==> src/rtl/hdr_tone_map.sv <==
// Log-radiance (Q4.4) to RGB565 tone mapper with per-frame min/scale normalisation.
// Statistics gathered over frame k program the offset and scale applied to frame k+1.
module hdr_tone_map #(
    parameter int unsigned N          = 8,
    parameter int unsigned FP         = 4,
    parameter int unsigned FIFO_DEPTH = 4,
    parameter int unsigned SCALE_W    = 16
) (
    input  logic         clk,
    input  logic         rst_n,
    input  logic [N-1:0] lE_red,
    input  logic [N-1:0] lE_green,
    input  logic [N-1:0] lE_blue,
    input  logic         in_valid,
    input  logic         frame_end,
    input  logic         out_ready,
    output logic         out_valid,
    output logic [15:0]  pixel_out,
    output logic         busy,
    output logic         overflow
);
    localparam int unsigned AW = $clog2(FIFO_DEPTH);
    localparam int unsigned CW = $clog2(SCALE_W);
    localparam int unsigned PW = N + SCALE_W;
    localparam int unsigned SF = 8;
    localparam logic [AW:0]        Full     = (AW + 1)'(FIFO_DEPTH);
    localparam logic [AW:0]        CntOne   = (AW + 1)'(1);
    localparam logic [AW-1:0]      PtrOne   = AW'(1);
    localparam logic [SCALE_W-1:0] Dividend = SCALE_W'(255 << SF);
    localparam logic [SCALE_W-1:0] Identity = SCALE_W'(1 << SF);
    localparam logic [CW-1:0]      LastStep = CW'(SCALE_W - 1);

    if (FP >= N) begin : g_bad_fp
        $error("FP must be smaller than N");
    end

    typedef enum logic [1:0] {StIdle, StDiv, StUpdate} state_e;

    logic [3*N-1:0] fifo_mem [FIFO_DEPTH];
    logic [AW-1:0]  wr_ptr_q, rd_ptr_q;
    logic [AW:0]    count_q;
    logic           advance, pop, push, drop;
    logic [N-1:0]   head [3];
    logic [N-1:0]   in_ch [3];

    logic           s1_valid_q, s2_valid_q;
    logic [N-1:0]   s1_d_q [3];
    logic [SCALE_W-1:0] s1_scale_q;
    logic [15:0]    s2_pix_q;
    logic [N-1:0]   d_c [3];
    logic [PW-1:0]  prod_c [3];
    logic [N-1:0]   p_c [3];
    logic [15:0]    pix_c;

    state_e         state_q;
    logic [N-1:0]   cur_min_q, cur_max_q, frame_min_c, frame_max_c;
    logic [N-1:0]   smin_q, range_q, rem_q, rem_nx, min_q;
    logic [N:0]     rem_sh;
    logic           ge, start;
    logic [SCALE_W-1:0] dvd_q, quo_q, scale_q;
    logic [CW-1:0]  cnt_q;

    assign in_ch   = '{lE_red, lE_green, lE_blue};
    assign head[0] = fifo_mem[rd_ptr_q][3*N-1:2*N];
    assign head[1] = fifo_mem[rd_ptr_q][2*N-1:N];
    assign head[2] = fifo_mem[rd_ptr_q][N-1:0];

    // The whole pipeline freezes only when a valid output is refused.
    assign advance = !(out_valid && !out_ready);
    assign pop     = advance && (count_q != '0);
    assign push    = in_valid && (count_q != Full);
    assign drop    = in_valid && (count_q == Full);

    always_ff @(posedge clk) begin
        if (push) fifo_mem[wr_ptr_q] <= {lE_red, lE_green, lE_blue};
    end

    always_ff @(posedge clk) begin
        if (!rst_n) begin
            wr_ptr_q <= '0;
            rd_ptr_q <= '0;
            count_q  <= '0;
            overflow <= 1'b0;
        end else begin
            if (push) wr_ptr_q <= wr_ptr_q + PtrOne;
            if (pop)  rd_ptr_q <= rd_ptr_q + PtrOne;
            if (push && !pop)      count_q <= count_q + CntOne;
            else if (pop && !push) count_q <= count_q - CntOne;
            if (drop)           overflow <= 1'b1;
            else if (frame_end) overflow <= 1'b0;
        end
    end

    always_comb begin
        for (int i = 0; i < 3; i++) begin
            d_c[i]    = (head[i] > min_q) ? head[i] - min_q : '0;
            prod_c[i] = (PW'(s1_d_q[i]) * PW'(s1_scale_q)) >> SF;
            p_c[i]    = (|prod_c[i][PW-1:N]) ? '1 : prod_c[i][N-1:0];
        end
        pix_c = {5'(p_c[0] >> (N - 5)), 6'(p_c[1] >> (N - 6)), 5'(p_c[2] >> (N - 5))};
    end

    // Scale travels with the pixel so an UPDATE between S1 and S2 cannot mix params.
    always_ff @(posedge clk) begin
        if (!rst_n) begin
            s1_valid_q <= 1'b0;
            s2_valid_q <= 1'b0;
            out_valid  <= 1'b0;
            pixel_out  <= '0;
        end else if (advance) begin
            s1_valid_q <= pop;
            s2_valid_q <= s1_valid_q;
            out_valid  <= s2_valid_q;
            if (pop) begin
                s1_d_q     <= d_c;
                s1_scale_q <= scale_q;
            end
            if (s1_valid_q) s2_pix_q  <= pix_c;
            if (s2_valid_q) pixel_out <= s2_pix_q;
        end
    end

    always_comb begin
        frame_min_c = cur_min_q;
        frame_max_c = cur_max_q;
        if (in_valid) begin
            for (int i = 0; i < 3; i++) begin
                if (in_ch[i] < frame_min_c) frame_min_c = in_ch[i];
                if (in_ch[i] > frame_max_c) frame_max_c = in_ch[i];
            end
        end
    end

    assign start  = frame_end && (frame_max_c >= frame_min_c);
    assign rem_sh = {rem_q, dvd_q[SCALE_W-1]};
    assign ge     = rem_sh >= {1'b0, range_q};
    assign rem_nx = ge ? N'(rem_sh - {1'b0, range_q}) : rem_sh[N-1:0];

    always_ff @(posedge clk) begin
        if (!rst_n) begin
            cur_min_q <= '1;
            cur_max_q <= '0;
        end else if (frame_end) begin
            cur_min_q <= '1;
            cur_max_q <= '0;
        end else begin
            cur_min_q <= frame_min_c;
            cur_max_q <= frame_max_c;
        end
    end

    always_ff @(posedge clk) begin
        if (!rst_n) begin
            state_q <= StIdle;
            busy    <= 1'b0;
            min_q   <= '0;
            scale_q <= Identity;
            smin_q  <= '0;
            range_q <= '0;
            rem_q   <= '0;
            dvd_q   <= '0;
            quo_q   <= '0;
            cnt_q   <= '0;
        end else begin
            case (state_q)
                StDiv: begin
                    rem_q <= rem_nx;
                    dvd_q <= dvd_q << 1;
                    quo_q <= {quo_q[SCALE_W-2:0], ge};
                    cnt_q <= cnt_q + CW'(1);
                    if (cnt_q == LastStep) begin
                        state_q <= StUpdate;
                        busy    <= 1'b0;
                    end
                end
                StUpdate: begin
                    min_q   <= smin_q;
                    scale_q <= (range_q == '0) ? '0 : quo_q;
                    state_q <= StIdle;
                end
                default: ;
            endcase
            // A new frame (re)starts the divide from any state; later NBAs win.
            if (start) begin
                smin_q  <= frame_min_c;
                range_q <= frame_max_c - frame_min_c;
                rem_q   <= '0;
                dvd_q   <= Dividend;
                quo_q   <= '0;
                cnt_q   <= '0;
                busy    <= 1'b1;
                state_q <= StDiv;
            end
        end
    end

endmodule

==> config.mk <==
export PLATFORM = sky130hd
export DESIGN_NAME = hdr_tone_map
export DESIGN_NICKNAME = d
export VERILOG_FILES = /design/src/rtl/hdr_tone_map.sv
export SDC_FILE = /design/constraint.sdc
export NUM_CORES = 1
export LEC_CHECK = 0
export ABC_AREA = 1
export BUFFER_PORTS_ARGS = -buffer_cell sky130_fd_sc_hd__buf_2
export CORE_MARGIN = 5
export CORE_UTILIZATION = 60
export DETAILED_ROUTE_END_ITERATION = 6
export GPL_ROUTABILITY_DRIVEN = 1
export GPL_TIMING_DRIVEN = 0
export HOLD_SLACK_MARGIN = 0.02
export PLACE_DENSITY = 0.86
export RECOVER_POWER = 100
export SYNTH_ARGS = -nofsm -noshare
export SYNTH_HDL_FRONTEND = slang
export SYNTH_SLANG_ARGS = --single-unit
==> constraint.sdc <==
create_clock -name clk -period 14.1 [get_ports clk]
set_clock_uncertainty 0.05 [all_clocks]
set_input_delay 1.41 -clock clk [delete_from_list [all_inputs] [get_ports clk]]
set_output_delay 1.41 -clock clk [all_outputs]
set_load 0.02 [all_outputs]
[Yosys cells after proc, flatten, opt, wreduce, memory -nomap -nowiden]
Memories as Yosys holds them, arrays and structs flattened. A register that Yosys moved wholly into a read port is not among the register bits.
Cells that the tools add are included.
Storage, ports and cells
  memories kept: 1
  register bits: 178
  memory bits (writable): 96
  word-level logic and storage cells: 122
  input bits: 29
Operators by class
  bitwise logic cells: 2
  muxes and demuxes: 30
  order comparisons: 11
  multiply operators: 3
  equal/unequal tests: 7
  reduce and logical (&&, ||, !) cells: 30
  $add $sub $neg: 10
Memory list
  fifo_mem: words 4, bits a word 24, read ports 1, clocked after memory_dff 1, write ports 1, RTL line 39  | logic [3*N-1:0] fifo_mem [FIFO_DEPTH];
Operator list (count)
  two-way mux 8 bit: 13
  multiplier 8 x 16 -> 24 bit: 3
  greater-than comparator 8 bit: 6
  two-way mux 16 bit: 3
  subtractor 8 bit: 5
  less-than comparator 8 bit: 3
  OR reduction 8 bit: 3
  nonzero test 2 bit: 5
  greater-or-equal comparator 9 x 8 -> 1 bit: 1
  greater-or-equal comparator 8 bit: 1
  zero test 8 bit: 1
  two-way mux 1 bit: 8
  AND reduction 2 bit: 4
  logical AND 1 bit: 7
  two-way mux 2 bit: 3
  two-way mux 3 bit: 2
  != test 3 bit (second input constant): 2
  AND reduction 3 bit: 2
  nonzero test 3 bit: 2
  adder 2 x 1 -> 2 bit (second input constant): 2
  adder 4 x 1 -> 4 bit (second input constant): 1
  equality test 4 bit (second input constant): 1
  zero test 1 bit: 4
  case mux 2 bit (2 select lines): 1
  8 further kinds: 10

[Longest topological paths before layout]
  depth after elaboration: 13
  mapped depth: 54

[Least setup slack after synthesis]
OpenSTA, ideal clock, no wires.
  path type: input -> register
  from: input lE_red[7]
  to: register range_q[4]
  slack: 7.625 ns
  required time: 13.936 ns
  arrival: 6.312 ns
  stages on the path: 34
  cells stage by stage: ha_1 nand2_1 o21a_1 nand2_1 clkbuf_1 o21ai_0 ha_1 a21oi_1 nor2_1 a211oi_1 nand2_2 clkinv_1 nand2_1 o21ai_0 inv_1 ha_1 a21oi_1 nor2_1 a211oi_1 nand2_1 inv_1 clkbuf_1 nand2_1 o211ai_1 o21ai_0 ha_1 inv_1 nor3_1 nand4_1 nand3_2 nand2_4 nand2_4 buf_6 o21ai_2
Between the ends
  cells in the longest elaborated chain, start to end: 11
  elaborated cells on any way between the ends: 21
  classes of those cells: add/sub (1); order compare (7); mux (12); reduce/logical (1)
RTL lines
  from (decl): RTL line 11  | input logic [N-1:0] lE_red,
  greater-than comparator 8 bit / less-than comparator 8 bit (equally long branches): RTL line 129, 128
  two-way mux 8 bit, on equally long branches: RTL line 129, 128
  two-way mux 8 bit: RTL line 126  | if (in_valid) begin
  greater-than comparator 8 bit / less-than comparator 8 bit (equally long branches): RTL line 129, 128
  two-way mux 8 bit, on equally long branches: RTL line 129, 128
  two-way mux 8 bit: RTL line 126
  greater-than comparator 8 bit / less-than comparator 8 bit (equally long branches): RTL line 129, 128
  two-way mux 8 bit, on equally long branches: RTL line 129, 128
  two-way mux 8 bit: RTL line 126
  greater-or-equal comparator 8 bit: RTL line 134  | assign start = frame_end && (frame_max_c >= frame_min_c);
  logical AND 1 bit: RTL line 134
  to (signal assigned): RTL line 186  | range_q <= frame_max_c - frame_min_c;
  to (decl): RTL line 57  | logic [N-1:0] smin_q, range_q, rem_q, rem_nx, min_q;
Several ways; a longest one is shown, not always the timed one. The select of a mux whose other input is x is not followed.
A chain may end at the register's enable or synchronous reset.

[Final worst setup path]
  from: input lE_red[3]
  to: register quo_q[15]
Between the ends
  cells in the longest elaborated chain, start to end: 12
  elaborated cells on any way between the ends: 21
  classes of those cells: order compare (7); mux (12); reduce/logical (2)
RTL lines
  greater-than comparator 8 bit: RTL line 129  | if (in_ch[i] > frame_max_c) frame_max_c = in_ch[i];
  two-way mux 8 bit *: RTL line 129
  two-way mux 8 bit *: RTL line 126
  greater-than comparator 8 bit: RTL line 129
  two-way mux 8 bit *: RTL line 129
  two-way mux 8 bit *: RTL line 126
  greater-than comparator 8 bit: RTL line 129
  two-way mux 8 bit *: RTL line 129
  two-way mux 8 bit *: RTL line 126
  named net frame_max_c[7]: RTL line 56  | logic [N-1:0] cur_min_q, cur_max_q, frame_min_c, frame_max_c;
  greater-or-equal comparator 8 bit *: RTL line 134
  logical AND 1 bit *: RTL line 134
  OR reduction 2 bit (no source line) *
  to (signal assigned): RTL line 169  | quo_q <= {quo_q[SCALE_W-2:0], ge};
  to (decl): RTL line 60  | logic [SCALE_W-1:0] dvd_q, quo_q, scale_q;
Mark *: on every way through the listed nets, which the timed path passes. The rest lies on a longest branch. The select of a mux whose other input is x is not followed.

==> metrics.txt <==
Final Hold Fails 0; post-route cell area 26400 µm²; Worst R2R Start s1_scale_q[0]; setup TNS 0 ps; CTS root buf clkbuf_16; failing checks max-capacitance violations, max-slew violations; DIE HEIGHT 213 µm; WP buf/inv 7; first drt pass iteration count 7; CTS buffer count 31; Worst path slowest cell clkbuf_1; Max Transition Viols Final 40; Residual DRC 0; WS Path Type in -> reg; Worst path top cell family by delay simple AND/OR/NAND/NOR gates; CTS tree yes; routability cong. 0.929; cell mode on critical path nand2_1; Crit Path Max Fanout 10; Post-Syn Area 24700 µm²; vias in the first global route 21.4k; Max Cap Violations 1; clk slew on worst S/H paths 60 ps; crit path launch type input port; clock sinks 276; Post-CTS Resized 0; die width 213 µm; CP arrival 8800 ps; slew at the pin closest to its max-slew limit 2090 ps; status finished, violations left; synth unique cells 51; fillcell total 3236; final WL 63.9 mm; Antenna Cells 0; global route overflow 0; ratio of final minimum period to clock period 0.599; layout cells sized above 1 0.0303; Vias per Instance 5.63; first-pass GRT wire length 104 mm; ys async rst share 0; footprint of the multi-input gates 14600 µm²; Synth warnings 0; Rel. slew slack -0.393; initial core utilization 0.605; I/O pins 48; commonest non-fill, non-tap cell in the layout nand2_1; clk buf depth 3; worst hold path type reg -> reg; initial antenna violation count 0; hold_buf cts 0; Setup crit start lE_red[3]; sequential cell area 7050 µm²; syn_nets 3488; row cnt 74; Nets 3574; Worst-Skew Late Latency 560 ps; syn_area_per_cell 8.24 µm²; unrepaired setup endpoints after global routing no; pin count of the biggest net entering global routing 40; number of setup violations in the final report 0; initial DRC count 1831; max frequency 0.118 GHz; Post-synth EDFFs 152; most frequent cells in the layout 683 x nand2_1, 647 x inv_1, 254 x fa_1, 211 x ha_1, 187 x nor2_1; synthesized instance count 2994; crit path capture type flop; routed vias 20.5k; final worst path period need 8450 ps; hold path startpoint scale_q[4]; max incr delay on CP 520 ps; WP data required 14450 ps; I/O Buffers 47; Synth Flop Type edfxtp_1; Post-CTS Setup Inserts 0; register area share after synthesis 0.286; core area 40700 µm²; Routed Antenna Nets 0; DP Wirelength 49.4 mm; CTS H-tree depth 1; Tot GR Track Use 0.286; die area 45300 µm²; area delta synth->final 6.95%; routed length per placed instance 17.6 µm; area of placed instances 25700 µm²; flops & latches, synth 276
[metal layers]
metal | GRT usage | up-vias | part of all wire
li1 | - | 9447 | -
met1 | 0.349 | 9780 | 0.37
met2 | 0.490 | 996 | 0.48
met3 | 0.0638 | 227 | 0.099
met4 | 0.122 | 0 | 0.047
met5 | 0 | - | 0
[worst paths after layout]
kind | endpoint | slack [ps] | cells after the start
worst max-delay path | quo_q[15] | 5650 | 38
worst min register to register | s1_scale_q[4] | 370 | 0
worst min-delay path | s1_scale_q[4] | 370 | 0
worst max register to register | s2_pix_q[9] | 6290 | 28
[metrics by stage]
| stage | setup WS, ps | instances | hold WS [ps] | util |
|---|---|---|---|---|
| 2_1_floorplan | 7620 | 2994 | 353 | - |
| 3_3_place_gp | 6520 | 3573 | 364 | 0.628 |
| 3_5_place_dp | 6240 | 3579 | 360 | 0.631 |
| 4_1_cts | 6450 | 3635 | 373 | 0.654 |
| 5_1_grt | 4910 | 3635 | 379 | 0.648 |
| 6_report | 5650 | 3635 | 374 | 0.648 |
[worst reg2reg max path, delay by kind of cell (launching register included)]
family	cells	cell delay, ps
adders and majority gates	5	2200
xor gates and xnor gates	1	170
and+or+nand+nor	5	1160
buffers and inverters	8	1470
DFF	1	560
AOI/OAI and AO/OA	9	1880
[area by class of cell]
class / instances / share of cell area
plain buffers: 127 / 0.0181
clock buffers: 38 / 0.0304
clock inverters: 18 / 0.00612
inverters: 651 / 0.0926
multi-input cells: 1940 / 0.553
flip-flops and latches: 276 / 0.267
well taps: 532 / 0.0252
repair buffers: 53 / 0.00764
[registers in the layout, summed over array words and instances (netlist names), 16 cells and up, named ones only]
register and flops:
fifo_mem 96, s1_d_q 24, pixel_out 16, quo_q 16, s1_scale_q 16, s2_pix_q 16
scale_q 16
[logic make-up after synthesis]
kind of cell / Yosys count / share of synthesized area
flip-flops: 276 / 0.286
XOR/XNOR: 48 / 0.0170
adder cells (fa/ha/maj): 465 / 0.313
multiplexers: 4 / 0.00162
AO/OA/AOI/OAI: 411 / 0.0948
AND/OR/NAND/NOR: 1012 / 0.168
buffers and inverters: 778 / 0.120
[synthesized netlist by cell type (16+ instances only)]
master    number  share of area
o21ai_0      158          0.032
dfxtp_1      124           0.10
inv_1        646          0.098
nor3_1        17         0.0034
xnor2_1       16         0.0057
fa_1         254           0.21
a21oi_2       20         0.0071
edfxtp_1     152           0.19
xor2_1        32          0.011
nor2_1       187          0.028
nand4_1       16         0.0041
o22ai_1       20         0.0051
ha_1         211           0.11
clkbuf_1     111          0.017
nand2_1      676           0.10
a21oi_1      150          0.030
nand3_1       59          0.012
Power is left out: the tool's default activity adds up to more than one toggle a clock period on the data nets, which glitch-free logic cannot reach.
